<file path="src/rtl/keypad_scanner.sv">
// keypad_scanner: row-scanned matrix keypad with frame debounce, multi-key flag,
// overrun detection and a valid/ack key-code event output.
module keypad_scanner #(
    parameter int ROWS = 4,
    parameter int COLS = 4,
    parameter int SCAN_DIV = 16,
    parameter int DEBOUNCE = 3,
    localparam int CODE_W = (ROWS * COLS > 1) ? $clog2(ROWS * COLS) : 1
) (
    input  logic              i_clk,
    input  logic              i_rst_n,
    input  logic [COLS-1:0]   i_cols,
    input  logic              i_key_ack,
    output logic [ROWS-1:0]   o_rows,
    output logic [CODE_W-1:0] o_key_code,
    output logic              o_key_valid,
    output logic              o_key_multi,
    output logic              o_key_pressed,
    output logic              o_overrun
);
    localparam int N  = ROWS * COLS;
    localparam int RW = $clog2(ROWS);
    localparam int DW = $clog2(SCAN_DIV);
    localparam int CW = $clog2(DEBOUNCE + 1);

    typedef enum logic [1:0] {IDLE, DEB, HELD} state_t;

    state_t            state, state_n;
    logic              started;
    logic [DW-1:0]     dwell;
    logic [RW-1:0]     row;
    logic [COLS-1:0]   sync1, sync2;
    logic [N-1:0]      bitmap, prev, frame;
    logic [CW-1:0]     cnt, cnt_n, cnt_inc;
    logic              sample, frame_end, accept, many, drop;
    logic [CODE_W-1:0] low_idx;

    assign sample        = started && dwell == DW'(SCAN_DIV - 1);
    assign frame_end     = sample && row == RW'(ROWS - 1);
    assign o_rows        = started ? ~(ROWS'(1) << row) : '1;
    assign o_key_pressed = state == HELD;
    assign cnt_inc       = cnt + CW'(1);
    assign many          = (frame & (frame - N'(1))) != '0;
    assign drop          = o_key_valid && !i_key_ack;

    // Bitmap as it will look once the row being sampled this cycle is stored
    always_comb begin
        frame = bitmap;
        frame[int'(row) * COLS +: COLS] = ~sync2;
        low_idx = '0;
        for (int i = N - 1; i >= 0; i--)
            if (frame[i]) low_idx = CODE_W'(i);
    end

    always_comb begin
        state_n = state;
        cnt_n   = cnt;
        accept  = 1'b0;
        if (frame_end) begin
            case (state)
                IDLE: if (frame != '0) begin
                    if (DEBOUNCE == 1) begin
                        state_n = HELD;
                        cnt_n   = '0;
                        accept  = 1'b1;
                    end else begin
                        state_n = DEB;
                        cnt_n   = CW'(1);
                    end
                end
                DEB: if (frame == '0) begin
                    state_n = IDLE;
                    cnt_n   = '0;
                end else if (frame != prev) begin
                    cnt_n = CW'(1);
                end else if (cnt_inc == CW'(DEBOUNCE)) begin
                    state_n = HELD;
                    cnt_n   = '0;
                    accept  = 1'b1;
                end else begin
                    cnt_n = cnt_inc;
                end
                HELD: if (frame != '0) begin
                    cnt_n = '0;
                end else if (cnt_inc == CW'(DEBOUNCE)) begin
                    state_n = IDLE;
                    cnt_n   = '0;
                end else begin
                    cnt_n = cnt_inc;
                end
                default: state_n = IDLE;
            endcase
        end
    end

    always_ff @(posedge i_clk or negedge i_rst_n) begin
        if (!i_rst_n) begin
            started     <= 1'b0;
            dwell       <= '0;
            row         <= '0;
            sync1       <= '0;
            sync2       <= '0;
            bitmap      <= '0;
            prev        <= '0;
            state       <= IDLE;
            cnt         <= '0;
            o_key_code  <= '0;
            o_key_valid <= 1'b0;
            o_key_multi <= 1'b0;
            o_overrun   <= 1'b0;
        end else begin
            started   <= 1'b1;
            sync1     <= i_cols;
            sync2     <= sync1;
            state     <= state_n;
            cnt       <= cnt_n;
            o_overrun <= accept && drop;
            if (started) dwell <= sample ? '0 : dwell + DW'(1);
            if (sample) begin
                bitmap <= frame;
                row    <= frame_end ? '0 : row + RW'(1);
            end
            if (frame_end) prev <= frame;
            if (accept && !drop) begin
                o_key_valid <= 1'b1;
                o_key_code  <= low_idx;
                o_key_multi <= many;
            end else if (i_key_ack) begin
                o_key_valid <= 1'b0;
            end
        end
    end
endmodule

</file>
<file path="config.mk">
export PLATFORM = sky130hd
export DESIGN_NAME = keypad_scanner
export DESIGN_NICKNAME = d
export VERILOG_FILES = /design/src/rtl/keypad_scanner.sv
export SDC_FILE = /design/constraint.sdc
export NUM_CORES = 1
export LEC_CHECK = 0
export ABC_AREA = 1
export CAP_MARGIN = 20
export CORE_MARGIN = 2
export CORE_UTILIZATION = 65
export DETAILED_ROUTE_END_ITERATION = 6
export DONT_BUFFER_PORTS = 1
export PLACE_DENSITY_LB_ADDON = 0.08
export REMOVE_ABC_BUFFERS = 1
export SYNTH_ARGS = -nofsm -noshare
export SYNTH_HDL_FRONTEND = slang
export SYNTH_SLANG_ARGS = --single-unit
</file>
<file path="constraint.sdc">
create_clock -name i_clk -period 5.4 [get_ports i_clk]
set_clock_uncertainty 0.2 [all_clocks]
set_input_delay 0.54 -clock i_clk [delete_from_list [all_inputs] [get_ports i_clk]]
set_output_delay 0.54 -clock i_clk [all_outputs]
set_load 0.1 [all_outputs]
</file>
==> flow_summary.json <==
{
  "status": "finished, final reports clean",
  "reg2reg_depth": 10,
  "die_area_sq_um": 5670,
  "fmax_mhz": 320,
  "maxSlewViolCount": 0,
  "grt_start_max_net_pins": 59,
  "antenna_cells": 0,
  "power_w": 0.00167,
  "routed_wl_microns": 7190,
  "rows": 25,
  "cts.sinks": 58,
  "area_growth_pct": 8.60,
  "drc": 0,
  "htree_levels": 3,
  "synthAdderAreaFrac": 0.0379,
  "cp.required_ns": 5.48,
  "ios": 19,
  "synth_compound_area_frac": 0.142,
  "crit_type": "register to register",
  "maxCapViolations": 0,
  "period_share": 0.578,
  "ys_types": 31,
  "synth_edf_count": 0,
  "coreArea_sq_um": 4820,
  "startpoint_type": "register",
  "avgRoutedWirePerCell_microns": 14.3,
  "hold_depth": 0,
  "root_buffer": "clkbuf_8",
  "cp_slowest_stage_delay_ns": 0.63,
  "path_clk_slew_ns": 0.08,
  "power_density_nw_per_um2": 466,
  "synth-main-ff-cell": "dfrtp_1",
  "dieHeight_microns": 75.3,
  "dp.final_hpwl_microns": 5120,
  "synthArstFlopShare": 1.00,
  "synth_top_family_by_area": "simple AND/OR/NAND/NOR gates",
  "start_util": 0.686,
  "path_cells": "inv_1, nor3_1, nand2_1, nor2_2, inv_1, nor2_4, nand3_4, nor2_2, nand2_1, nand2_1",
  "first_pass_iters": 5,
  "p_leak_nw": 1.81,
  "grt_overflow_total": 0,
  "ys.warnings.count": 0,
  "postCtsSetupBuffers": 0,
  "grt_pass1_vias": 2502,
  "slowest_stage": "nor2_2",
  "grt_pass1_wl_microns": 11900,
  "cts_tree": "built",
  "rsz0062_at_grt": "false",
  "ant_nets": 0,
  "crit_path_end_kind": "register",
  "setup-tns-final_ns": 0,
  "hold_class": "primary input to register",
  "synth-xor-area-share": 0.0212,
  "drt-initial-drc-count": 285,
  "drive_above_1_share": 0.144,
  "syn_area_per_cell_sq_um": 7.74,
  "cts_buffers": 9,
  "period_needed_ns": 3.12,
  "max_slew.worst_pin.slew_ns": 1.08,
  "synthSimpleGateAreaFrac": 0.277,
  "crit_top_cell": "nand2_1",
  "cp_max_fo": 21,
  "antenna_found_initial": 0,
  "grt_usage": 0.285,
  "yosys_register_bits": 58,
  "worstPathArrival_ns": 3.20,
  "portBuffers": 0,
  "gp_congestion": 0.955,
  "synth_area_sq_um": 3300,
  "nNetsFinal": 449,
  "clockBufferDepth": 2,
  "hold_violations": 0,
  "die_x_microns": 75.3,
  "ys_seq_area_frac": 0.439,
  "finalSetupViolCount": 0,
  "num_vias": 2771,
  "synth_mux_area_frac": 0,
  "peakVddDrop_v": 0.000293,
  "syn_inst": 427,
  "vias_per_cell": 5.50,
  "relSlewSlack": 0.280,
  "clock_latency_ns": 0.35
}
final timing paths:
path | end | slack, ns | start
setup / recovery | o_key_code[0] | 2.28 | started
hold / removal | sync1[1] | 0.01 | i_cols[1]
setup reg to reg | o_key_code[0] | 2.28 | started
min in group asynchronous | bitmap[9] | 0.51 | i_rst_n
hold reg to reg | sync2[3] | 0.14 | sync1[3]
max in group asynchronous | o_key_code[1] | 4.24 | i_rst_n
worst max-delay path, delay by kind of cell (launching register included):
family	cells	cell delay [ns]
and+or+nand+nor	8	1.74
DFF	1	0.50
buffers and inverters	2	0.62
flip-flops by register name, summed over array words and instances (netlist names):
name and flops:
bitmap 16, prev 16, dwell 4, o_key_code 4, sync1 4, sync2 4
cnt 2, row 2, state 2, o_key_multi 1, o_key_valid 1, o_overrun 1
started 1
through the flow:
step	cells	hold slack [ns]	setup WS (ns)	instance area (sq um)	utilization
floorplan	419	0.0444	2.84	3270	-
global placement	486	0.0458	2.39	3360	0.697
detailed placement	486	0.0458	2.33	3360	0.697
CTS	504	0.00706	2.30	3590	0.745
global route	504	0.00398	1.95	3590	0.745
finish	504	0.0130	2.28	3590	0.745
area by class of cell:
class                      count  area [sq um]
multi-input combinational    298          1580
sequential                    58          1450
fill                         387          1230
inverter                      63           236
clock buffer                  10           128
tap                           67          83.8
clock inverter                 6          67.6
timing repair buffer           2          37.5
power breakdown:
group | total, W | leakage, nW | internal, W | switching (W)
sequential | 0.000509 | 0.776 | 0.000474 | 0.0000344
clock | 0.000400 | 0.0925 | 0.000214 | 0.000187
combinational | 0.000763 | 0.942 | 0.000216 | 0.000547
total | 0.00167 | 1.81 | 0.000904 | 0.000768
routing by layer:
metal	up-vias	GRT usage	part of all wire
met5	-	0.0463	0
met4	0	0.127	0.027
met3	21	0.0701	0.058
met2	96	0.400	0.44
met1	1301	0.416	0.47
li1	1353	-	-
timing repair:
action                                 4_1_cts  5_1_grt
resized for setup                            0        0
hold buffers                                 2        0
endpoints found under the hold margin       58        0
cell usage in the layout, fill, tap and decap left out, types with 8 or more instances in the layout:
cell / n
nand2_1: 128
dfrtp_1: 58
o21ai_0: 51
inv_1: 49
nor2_1: 29
inv_2: 12
nand3_1: 10
ha_1: 10
a21oi_1: 9
clkbuf_8: 9
xor2_1: 8
cells by family (layout without fill, tap and decap cells):
logic type | after synthesis | in the layout
XOR/XNOR | 8 | 8
adder cells (fa/ha/maj) | 10 | 10
other | 1 | 1
AND/OR/NAND/NOR | 198 | 198
AO/OA/AOI/OAI | 81 | 81
buffers and inverters | 71 | 81
flip-flops | 58 | 58
synthesized netlist by cell type, drive strengths merged (2+ instances only):
library cell / n / area share
nand2: 135 / 0.16
o21ai: 63 / 0.10
inv: 61 / 0.069
dfrtp: 58 / 0.44
nor2: 42 / 0.069
nand3: 13 / 0.029
ha: 10 / 0.038
a21oi: 9 / 0.014
xor2: 8 / 0.021
o22ai: 7 / 0.023
clkbuf: 6 / 0.0068
nand4: 4 / 0.0095
buf: 2 / 0.0030
clkinv: 2 / 0.0023
nor3: 2 / 0.0030
Note: power is estimated with default switching activity, not from simulation.
